===== src/rtl/regfile_serial_gen.sv =====
// Bit-serial register file: each frame streams rs1/rs2 LSB-first over REG_WIDTH shift cycles
// while the serial result is shifted into rd. Includes write masking, optional hardwired r0 and a debug read port.
module regfile_serial_gen #(
    parameter int REG_WIDTH = 16,
    parameter int REG_COUNT = 16,
    parameter int ADDR_W    = $clog2(REG_COUNT),
    parameter bit ZERO_REG  = 1'b1
) (
    input  logic                         clk,
    input  logic                         rstn,
    input  logic                         start,
    input  logic [ADDR_W-1:0]            rs1_addr,
    input  logic [ADDR_W-1:0]            rs2_addr,
    input  logic [ADDR_W-1:0]            rd_addr,
    input  logic                         shift_en,
    input  logic                         wr_bit,
    input  logic                         wr_en,
    output logic                         rs1_bit,
    output logic                         rs2_bit,
    output logic                         busy,
    output logic [$clog2(REG_WIDTH)-1:0] bit_idx,
    output logic                         last_bit,
    output logic                         frame_done,
    input  logic [ADDR_W-1:0]            dbg_addr,
    output logic [REG_WIDTH-1:0]         dbg_data
);

    localparam int IDX_W = $clog2(REG_WIDTH);

    typedef enum logic {S_IDLE = 1'b0, S_BUSY = 1'b1} state_t;

    state_t                 r_state;
    state_t                 w_state_nxt;
    logic [IDX_W-1:0]       r_bit_idx;
    logic [IDX_W-1:0]       w_idx_nxt;
    logic                   r_done;
    logic                   w_done_nxt;
    logic                   w_latch;
    logic [ADDR_W-1:0]      r_rs1;
    logic [ADDR_W-1:0]      r_rs2;
    logic [ADDR_W-1:0]      r_rd;
    logic [REG_WIDTH-1:0]   r_regs [REG_COUNT];

    logic                   w_shift;
    logic                   w_last;
    logic                   w_rs1_ok;
    logic                   w_rs2_ok;
    logic                   w_rd_ok;
    logic                   w_dbg_ok;

    // An address is live if it maps to a real register and is not the hardwired zero register.
    function automatic logic addr_ok(input logic [ADDR_W-1:0] a);
        return (32'(a) < REG_COUNT) && !(ZERO_REG && (a == '0));
    endfunction

    assign w_shift  = (r_state == S_BUSY) && shift_en;
    assign w_last   = (r_bit_idx == IDX_W'(REG_WIDTH - 1));
    assign w_rs1_ok = addr_ok(r_rs1);
    assign w_rs2_ok = addr_ok(r_rs2);
    assign w_rd_ok  = addr_ok(r_rd);
    assign w_dbg_ok = addr_ok(dbg_addr);

    always_comb begin
        w_state_nxt = r_state;
        w_idx_nxt   = r_bit_idx;
        w_done_nxt  = 1'b0;
        w_latch     = 1'b0;
        case (r_state)
            S_IDLE: begin
                if (start) begin
                    w_state_nxt = S_BUSY;
                    w_idx_nxt   = '0;
                    w_latch     = 1'b1;
                end
            end
            S_BUSY: begin
                if (shift_en) begin
                    if (w_last) begin
                        w_state_nxt = S_IDLE;
                        w_idx_nxt   = '0;
                        w_done_nxt  = 1'b1;
                    end else begin
                        w_idx_nxt = r_bit_idx + IDX_W'(1);
                    end
                end
            end
            default: w_state_nxt = S_IDLE;
        endcase
    end

    always_ff @(posedge clk or negedge rstn) begin
        if (!rstn) begin
            r_state   <= S_IDLE;
            r_bit_idx <= '0;
            r_done    <= 1'b0;
            r_rs1     <= '0;
            r_rs2     <= '0;
            r_rd      <= '0;
        end else begin
            r_state   <= w_state_nxt;
            r_bit_idx <= w_idx_nxt;
            r_done    <= w_done_nxt;
            if (w_latch) begin
                r_rs1 <= rs1_addr;
                r_rs2 <= rs2_addr;
                r_rd  <= rd_addr;
            end
        end
    end

    // rd takes priority over the source rotation so a register used as both is shifted once, with the new bit.
    always_ff @(posedge clk or negedge rstn) begin
        if (!rstn) begin
            for (int i = 0; i < REG_COUNT; i++) begin
                r_regs[i] <= '0;
            end
        end else if (w_shift) begin
            for (int i = 0; i < REG_COUNT; i++) begin
                if (w_rd_ok && (r_rd == ADDR_W'(i))) begin
                    r_regs[i] <= {(wr_en ? wr_bit : r_regs[i][0]), r_regs[i][REG_WIDTH-1:1]};
                end else if ((w_rs1_ok && (r_rs1 == ADDR_W'(i))) ||
                             (w_rs2_ok && (r_rs2 == ADDR_W'(i)))) begin
                    r_regs[i] <= {r_regs[i][0], r_regs[i][REG_WIDTH-1:1]};
                end
            end
        end
    end

    assign busy       = (r_state == S_BUSY);
    assign bit_idx    = r_bit_idx;
    assign last_bit   = busy && w_last;
    assign frame_done = r_done;
    assign rs1_bit    = busy && w_rs1_ok && r_regs[r_rs1][0];
    assign rs2_bit    = busy && w_rs2_ok && r_regs[r_rs2][0];
    assign dbg_data   = w_dbg_ok ? r_regs[dbg_addr] : '0;

endmodule


===== config.mk =====
export PLATFORM = sky130hd
export DESIGN_NAME = regfile_serial_gen
export DESIGN_NICKNAME = d
export VERILOG_FILES = /design/src/rtl/regfile_serial_gen.sv
export SDC_FILE = /design/constraint.sdc
export NUM_CORES = 1
export LEC_CHECK = 0
export ABC_CLOCK_PERIOD_IN_PS = 3250
export CAP_MARGIN = 20
export CORE_ASPECT_RATIO = 0.7
export CORE_MARGIN = 3
export CORE_UTILIZATION = 60
export DETAILED_ROUTE_END_ITERATION = 10
export PLACE_DENSITY = 0.86
export SETUP_SLACK_MARGIN = 0.1
export SYNTH_ARGS = -nofsm -noshare
export SYNTH_HDL_FRONTEND = slang
export SYNTH_SLANG_ARGS = --single-unit

===== constraint.sdc =====
create_clock -name clk -period 3.25 [get_ports clk]
set_clock_uncertainty 0.05 [all_clocks]
set_input_delay 0.325 -clock clk [delete_from_list [all_inputs] [get_ports clk]]
set_output_delay 0.325 -clock clk [all_outputs]
set_load 0.05 [all_outputs]

==> results of run 1 <==
stage by stage:
step,std cells,worst slack [ns],instance area [um^2]
after detailed placement,1228,0.417,14400
after CTS,1272,0.186,15100
after global placement,1228,0.430,14400
after floorplan,908,0.820,13600
after global routing,1272,0.116,15100
final,1272,0.205,15100
layout make-up:
class / count / area [um^2] / area share, %
flip-flops and latches: 258 / 6460 / 42.6
inverters: 9 / 33.8 / 0.223
clock buffers: 36 / 717 / 4.74
repair buffers: 84 / 978 / 6.46
multi-input cells: 573 / 6540 / 43.2
well taps: 305 / 382 / 2.52
clock inverters: 7 / 37.5 / 0.248
sequential cells by signal, summed over array words and instances (netlist names):
signal and flops:
frame_done 1, r_rs1 4, r_regs 240, busy 1, r_rs2 4, bit_idx 4
r_rd 4
power breakdown:
group          total, mW  internal (mW)  switching (mW)  leakage (nW)
clock               2.74           1.52            1.21         0.375
sequential          4.38           3.64           0.740          3.55
combinational       3.06           1.55            1.51          3.18
placed cells by master (no fill, tap or decap), types with 6 or more instances in the layout:
cell	Yosys	layout
dfrtp_1	258	258
mux2_2	146	146
mux2_4	80	80
mux2i_1	45	45
mux2_1	41	41
mux4_2	38	38
buf_4	13	32
clkbuf_16	0	25
clkdlybuf4s50_1	0	25
nor2_1	24	24
buf_12	0	22
a22o_1	17	17
nand2_1	17	17
o21ai_1	17	17
o21ai_0	13	13
nor2b_1	11	11
nand4b_1	11	11
nor4b_2	11	11
o31ai_4	10	10
inv_1	9	9
a22oi_1	9	9
a32oi_1	9	9
o221ai_1	7	7
a221o_1	7	7
and4bb_1	7	7
a21oi_1	6	6
clkbuf_1	10	6
clkinv_2	0	6
metal layers:
layer / GRT usage (%) / wire length [um] / vias to the layer above
li1: - / - / 3542
met1: 39.8 / 14500 / 4384
met2: 39.5 / 14300 / 311
met3: 5.18 / 1950 / 60
met4: 5.79 / 702 / 2
met5: 0 / 13 / -
worst max path at each step:
stage	cells past startpoint	slack (ns)	startpoint	end
5_1_grt	5	0.12	r_rs1[0]	rs1_bit
3_3_place_gp	6	0.43	dbg_addr[2]	dbg_data[4]
3_5_place_dp	6	0.42	dbg_addr[2]	dbg_data[8]
6_report	5	0.20	r_rs1[0]	rs1_bit
4_1_cts	5	0.19	r_rs1[0]	rs1_bit
2_1_floorplan	6	0.82	r_rs2[1]	rs2_bit
worst max-delay path, stage by stage, from the launching register on:
cell           delay (ns)
dfrtp_1              0.64
mux4_2               0.55
or3b_1               0.37
o211ai_2             0.09
a21oi_2              0.04
dlygate4sd2_1        0.46
repair_timing:
| action | in CTS | in global routing |
|---|---|---|
| setup buffers | 0 | 0 |
| hold buffers | 1 | 0 |
| setup endpoints to repair | 2 | 0 |
| hold endpoints to repair | 104 | 0 |
| resized for setup | 2 | 0 |
cell families (layout without fill, tap and decap cells):
kind of cell / Yosys count / after routing / share of synthesized area [%]
mux: 350 / 350 / 33.9
fa+ha+maj: 1 / 1 / 0.0918
flops: 258 / 258 / 47.4
compound gates: 105 / 105 / 7.14
xor+xnor: 1 / 1 / 0.0643
simple gates: 116 / 116 / 6.81
buf+inv: 77 / 136 / 4.66
==> flow_metrics.py, run 1 <==
metrics = {
    "run_status": {
        "status": "completed",
    },
    "worst_setup_path": {
        "reg2reg_slack_ns": 0.76,
        "worstSetupPathType": "flip-flop to output port",
        "start_kind": "flip-flop",
        "r2r_start": "r_rs1[2]",
        "endpoint_kind": "output port",
        "rr_endpoint": "r_regs[103]",
        "worstPathRequired_ns": 2.87,
        "r2r_cells": 4,
        "cp.arrival_ns": 2.67,
        "critPathMaxFanout": 12,
    },
    "min_path": {
        "hold_depth": 3,
        "min_from": "rs1_addr[0]",
        "hold_path.class": "primary input to flip-flop",
        "holdPathEnd": "r_rs1[0]",
    },
    "synthesis": {
        "netlist.area_leader.share_pct": 47.4,
        "yosysTopAreaCell": "dfrtp_1",
        "ys.flop_type": "dfrtp_1",
        "ys_seq_elements": 258,
        "synth_fp_nets": 931,
        "netlist_area_um2": 13600,
        "synth_warnings": 0,
        "synth_most_common_cell": "dfrtp_1",
        "async_reset_ff_share_pct": 100,
        "synth_common_cells": "dfrtp_1 (258), mux2_2 (146), mux2_4 (80)",
        "yosysUniqueCellTypes": 54,
        "syn_avg_cell_area_um2": 15.0,
        "yosysSeqAreaShare_pct": 47.4,
        "syn_inst": 908,
        "ys_top_cells_by_area": "dfrtp_1 (47%), mux2_2 (12%), mux2_4 (8.8%)",
        "synth_edf_count": 0,
    },
    "global_routing": {
        "overflow": 0,
        "grt_pass1_wl_mm": 50.8,
        "grt_antenna_before_repair": 1,
        "grt_max_degree": 109,
        "grt_pass1_vias": 8586,
        "grt_usage_pct": 26.2,
    },
    "floorplanning": {
        "fp-row-count": 45,
        "die_h_um": 132,
        "die_w_um": 186,
        "ios": 47,
        "die_area_um2": 24600,
        "core_um2": 22000,
        "initial_core_util_pct": 61.9,
    },
    "cells_and_area": {
        "fin_nets": 974,
        "n_fill_cell": 1462,
        "area_growth_pct": 11.1,
        "antenna_cells": 0,
        "drive_gt1_share_pct": 41.2,
        "fin_util_pct": 68.8,
    },
    "drt": {
        "drt_iter0_markers": 583,
        "ant_nets": 0,
        "drc": 0,
        "wl_per_cell_um": 24.7,
        "vias": 8299,
        "firstDrtPassIters": 5,
        "finalWirelength_mm": 31.5,
        "viasPerCell": 6.52,
    },
    "place": {
        "place_congestion": 0.886,
        "hpwl_mm": 21.6,
        "portBuffers": 46,
    },
    "timing": {
        "rsz0062_at_grt": "no",
        "finalSetupViolations": 0,
        "post-route-period-util_pct": 93.7,
        "tightest_slew_ns": 0.844,
        "max_slew_margin_pct": 43.7,
        "final_hold_viol_count": 0,
        "max_freq_ghz": 0.328,
        "slew_viol_final": 0,
        "setup_tns_ns": 0,
        "hold_slack_ns": 0.341,
        "fin_crit_ns": 3.05,
    },
    "clocking": {
        "clock-sinks": 258,
        "cts.htree.levels": 1,
        "cts-root-buf": "clkbuf_16",
        "clock_latency_ns": 0.52,
        "clk_path_buf_depth": 3,
        "numCtsBuffers": 25,
        "path_clk_slew_ns": 0.06,
        "tritoncts": "built",
    },
    "pwr": {
        "leakage_nw": 7.10,
        "ir_drop_v": 0.000417,
        "p_total_mw": 10.2,
        "cellPowerDensity_nw_per_um2": 672,
    },
    "flow_run": {
        "maxCapViolations": 0,
    },
}
No activity file was read; power rests on OpenSTA's default activity.
==> inputs of run 2 (changes only) <==
- PLACE_DENSITY: 0.86 -> 0.9
==> run 2 against run 1 <==
Compared with the run above: wire length shrank 1.5%; flip-flop and latch count stayed put; critical path type unchanged; die area is the same; non-clock buffer count increased by 6; critical endpoint is now rs2_bit.
==> flow_metrics.py, run 2 (synthesized netlist as in run 1, its figures left out) <==
metrics = {
    "run_status": {
        "status": "completed",
    },
    "floorplanning": {
        "die_w_um": 186,
        "fp-row-count": 45,
        "initial_core_util_pct": 61.9,
        "die_area_um2": 24600,
        "ios": 47,
        "die_h_um": 132,
        "core_um2": 22000,
    },
    "drt": {
        "vias": 8181,
        "firstDrtPassIters": 5,
        "viasPerCell": 6.41,
        "wl_per_cell_um": 24.3,
        "ant_nets": 0,
        "drc": 0,
        "finalWirelength_mm": 31.0,
        "drt_iter0_markers": 747,
    },
    "global_routing": {
        "grt_max_degree": 110,
        "grt_pass1_vias": 8639,
        "grt_usage_pct": 26.0,
        "overflow": 0,
        "grt_antenna_before_repair": 0,
        "grt_pass1_wl_mm": 50.4,
    },
    "timing": {
        "tightest_slew_ns": 0.830,
        "max_slew_margin_pct": 44.7,
        "finalSetupViolations": 0,
        "final_hold_viol_count": 0,
        "setup_tns_ns": 0,
        "slew_viol_final": 0,
        "rsz0062_at_grt": "no",
        "post-route-period-util_pct": 90.3,
        "fin_crit_ns": 2.94,
        "max_freq_ghz": 0.341,
    },
    "clocking": {
        "cts.htree.levels": 1,
        "clock_latency_ns": 0.52,
        "clk_path_buf_depth": 3,
        "cts_setup_buffers": 0,
        "numCtsBuffers": 24,
        "cts-root-buf": "clkbuf_16",
        "clock-sinks": 258,
        "path_clk_slew_ns": 0.07,
        "tritoncts": "built",
    },
    "place": {
        "place_congestion": 0.975,
        "portBuffers": 46,
        "placedInstanceArea_um2": 14400,
        "hpwl_mm": 21.6,
    },
    "cells_and_area": {
        "max_flop_register": "r_regs",
        "drive_gt1_share_pct": 41.0,
        "largest_reg_flops": 240,
        "final_cell_mix": "dfrtp_1 (257), mux2_2 (146), mux2_4 (80)",
        "antenna_cells": 0,
        "fin_area_um2": 15100,
        "fin_nets": 979,
        "n_fill_cell": 1454,
        "final_common_cell": "dfrtp_1",
        "fin_util_pct": 68.7,
        "area_growth_pct": 11.0,
    },
    "worst_setup_path": {
        "critPathMaxFanout": 11,
        "endpoint_kind": "output port",
        "start_kind": "flip-flop",
        "worstSetupPathType": "flip-flop to output port",
        "worstPathRequired_ns": 2.87,
        "cp.arrival_ns": 2.56,
    },
    "pwr": {
        "ir_drop_v": 0.000516,
        "cellPowerDensity_nw_per_um2": 669,
        "leakage_nw": 7.10,
    },
    "flow_run": {
        "maxCapViolations": 0,
    },
    "min_path": {
        "hold_path.class": "primary input to flip-flop",
    },
}
==> run 2: cell count changes in the layout (fill, tap and decap cells not counted), moves of 3 or more <==
cell | previous run | this run
buf_12 | 22 | 19
clkbuf_1 | 6 | 11
buf_4 | 32 | 41
clkinv_2 | 6 | 2
==> run 2: path summary, 6_finish.rpt <==
path / slack (ns) / to / cells after the start / startpoint
max in group asynchronous: 1.90 / r_regs[102] / 3 / rstn
hold / removal: 0.33 / r_rs1[0] / 3 / rs1_addr[0]
min in group asynchronous: 0.39 / r_regs[36] / 2 / rstn
hold reg to reg: 0.46 / r_regs[10] / 1 / r_regs[10]
setup reg to reg: 0.73 / r_regs[173] / 4 / r_rd[3]
setup / recovery: 0.31 / rs2_bit / 5 / r_rs2[0]
==> run 2: layout make-up <==
type | instances | area (um^2) | area share (%)
clock buffer | 40 | 722 | 4.77
clock inverter | 2 | 10.0 | 0.0662
inverter | 9 | 33.8 | 0.223
multi-input combinational | 573 | 6540 | 43.2
sequential | 258 | 6460 | 42.7
tap | 305 | 382 | 2.52
timing repair buffer | 90 | 986 | 6.52
==> run 2: routing by layer <==
layer / wire length [um] / share of wire, % / GRT usage (%) / up-vias
li1: - / - / - / 3534
met1: 14000 / 45 / 39.3 / 4303
met2: 14300 / 46 / 39.5 / 285
met3: 2060 / 6.6 / 5.35 / 59
met4: 693 / 2.2 / 5.58 / 0
met5: 0 / 0 / 0 / -
==> run 2: metrics by stage <==
| step | hold slack [ns] | setup slack, ns | instances | total power, mW |
|---|---|---|---|---|
| floorplan | -0.0206 | 0.820 | 908 | 6.80 |
| global placement | 0.377 | 0.498 | 1234 | 7.35 |
| detailed placement | 0.377 | 0.502 | 1234 | 7.46 |
| CTS | 0.314 | 0.305 | 1277 | 10.1 |
| global route | 0.338 | 0.160 | 1277 | 10.6 |
| finish | 0.327 | 0.315 | 1277 | 10.1 |
==> run 2: power breakdown <==
| part | total, mW | internal (mW) | switching, mW |
|---|---|---|---|
| combinational | 3.17 | 1.57 | 1.61 |
| sequential | 4.27 | 3.64 | 0.622 |
| clock | 2.68 | 1.51 | 1.18 |
==> run 2: critical path: stages, from the launching register on <==
cell and delay, ns:
dfrtp_1 0.58, buf_4 0.26, mux4_2 0.52, mux2i_1 0.14, a21oi_1 0.09, dlygate4sd2_1 0.44
==> run 2: what timing repair did <==
| action | in CTS | in global routing |
|---|---|---|
| hold buffers | 1 | 0 |
| resized for setup | 3 | 0 |
| hold endpoints to repair | 103 | 0 |
| setup endpoints to repair | 2 | 0 |
==> inputs of run 3 (changes only) <==
- ABC_CLOCK_PERIOD_IN_PS: 3250 -> 2560
- CORE_UTILIZATION: 60 -> 56
- PLACE_DENSITY: 0.9 -> 0.89
- clock period: 3.25 -> 2.56 ns (I/O delays scaled with it)
==> run 3 against run 2 <==
Compared with the run above: hold slack got worse by 0.070 ns; critical path type unchanged; critical path depth unchanged; setup slack got worse by 0.28 ns; highest routed layer unchanged; combinational power increased by 32%; power is 31% higher; clock power rose by 30%; final cell count is 2.7% higher; register-to-register slack worse by 0.42 ns; global-route usage down 1.6 points; first-iteration DRC count down 13%; via count up 1.4%.
==> flow_metrics.py, run 3 (synthesized netlist as in run 1, its figures left out) <==
metrics = {
    "run_status": {
        "status": "completed",
    },
    "clocking": {
        "numCtsBuffers": 25,
        "cts.htree.levels": 1,
        "path_clk_slew_ns": 0.06,
        "cts-root-buf": "clkbuf_16",
        "clock-sinks": 258,
        "clock_latency_ns": 0.51,
        "clk_path_buf_depth": 3,
        "tritoncts": "built",
    },
    "pwr": {
        "cellPowerDensity_nw_per_um2": 853,
        "leakage_nw": 7.27,
        "ir_drop_v": 0.000577,
    },
    "worst_setup_path": {
        "endpoint_kind": "output port",
        "worstSetupPathType": "flip-flop to output port",
        "cp.arrival_ns": 2.22,
        "reg2reg_slack_ns": 0.31,
        "critPathMaxFanout": 6,
        "worstPathRequired_ns": 2.25,
        "start_kind": "flip-flop",
    },
    "cells_and_area": {
        "n_fill_cell": 1598,
        "final_cell_mix": "dfrtp_1 (251), mux2_2 (146), mux2_4 (80)",
        "final_common_cell": "dfrtp_1",
        "fin_util_pct": 65.5,
        "drive_gt1_share_pct": 46.2,
        "fin_nets": 1001,
        "antenna_cells": 0,
        "largest_reg_flops": 240,
        "finalNonFillerCells": 1311,
        "area_growth_pct": 14.1,
        "max_flop_register": "r_regs",
    },
    "floorplanning": {
        "ios": 47,
        "die_h_um": 137,
        "initial_core_util_pct": 57.4,
        "core_um2": 23800,
        "fp-row-count": 47,
        "die_w_um": 192,
        "die_area_um2": 26300,
    },
    "drt": {
        "drt_iter0_markers": 649,
        "wl_per_cell_um": 23.8,
        "ant_nets": 0,
        "vias": 8293,
        "finalWirelength_mm": 31.2,
        "firstDrtPassIters": 6,
        "viasPerCell": 6.33,
        "drc": 0,
    },
    "global_routing": {
        "grt_antenna_before_repair": 0,
        "grt_usage_pct": 24.4,
        "grt_pass1_wl_mm": 50.2,
        "overflow": 0,
        "grt_pass1_vias": 8575,
        "grt_max_degree": 69,
    },
    "place": {
        "hpwl_mm": 21.4,
        "dp.cells": 1251,
        "portBuffers": 46,
        "pre_cts_ws_ns": -0.0299,
        "place_congestion": 0.918,
    },
    "min_path": {
        "hold_path.class": "primary input to async pin",
    },
    "timing": {
        "setup_ws_ns": 0.0373,
        "post-route-period-util_pct": 98.5,
        "fin_crit_ns": 2.52,
        "tightest_slew_ns": 0.823,
        "hold_slack_ns": 0.257,
        "max_freq_ghz": 0.396,
        "max_slew_margin_pct": 45.1,
        "slew_viol_final": 0,
        "final_hold_viol_count": 0,
        "rsz0062_at_grt": "yes",
        "finalSetupViolations": 0,
    },
    "flow_run": {
        "maxCapViolations": 0,
    },
}
-- run 3: worst max-delay path: stages (launching register included) --
cell and delay, ns:
dfrtp_2 0.45, mux4_2 0.53, or3b_1 0.38, o211ai_2 0.09, a21oi_2 0.06, buf_6 0.19
-- run 3: what timing repair did --
item / in CTS / in global routing
hold endpoints to repair: 63 / 0
setup buffers: 5 / 12
endpoints found under the setup margin: 19 / 12
hold buffers: 1 / 0
pin swaps: 2 / 5
gates resized for setup: 24 / 18
-- run 3: path summary, 6_finish.rpt --
| check | startpoint | endpoint | cells after the start |
|---|---|---|---|
| worst max-delay path | r_rs1[0] | rs1_bit | 5 |
| max in group asynchronous | rstn | r_regs[132] | 3 |
| worst min-delay path | rstn | r_regs[18] | 2 |
| min in group clk | rs1_addr[0] | r_rs1[0] | 3 |
| worst max register to register | r_rs2[0] | r_regs[119] | 8 |
| worst min register to register | r_regs[61] | r_regs[61] | 1 |
-- run 3: per-layer routing --
metal  track usage, %  routed length (um)
met5                0                   0
met1             36.7               14200
met2             36.5               14000
met3             5.04                2250
met4             6.19                 829
-- run 3: area by class of cell --
class                      count  area, um^2  share of cell area, %
multi-input combinational    573        6630                   42.6
sequential                   258        6460                   41.6
timing repair buffer         111        1260                   8.10
clock buffer                  34         689                   4.43
tap                          318         398                   2.56
clock inverter                 8        67.6                  0.435
inverter                       9        41.3                  0.266
-- run 3: through the flow --
stage | total power, mW | setup TNS [ns] | area [um^2]
after CTS | 13.1 | 0 | 15400
after global routing | 13.8 | -0.0268 | 15500
after floorplan | 8.63 | 0 | 13600
after detailed placement | 9.58 | -0.0474 | 14500
after global placement | 9.43 | 0 | 14500
final | 13.3 | 0 | 15500
-- run 3: report_power, final --
group | switching (mW) | internal [mW] | total [mW]
Sequential | 0.939 | 4.63 | 5.57
Combinational | 2.00 | 2.19 | 4.20
Clock | 1.52 | 1.98 | 3.49
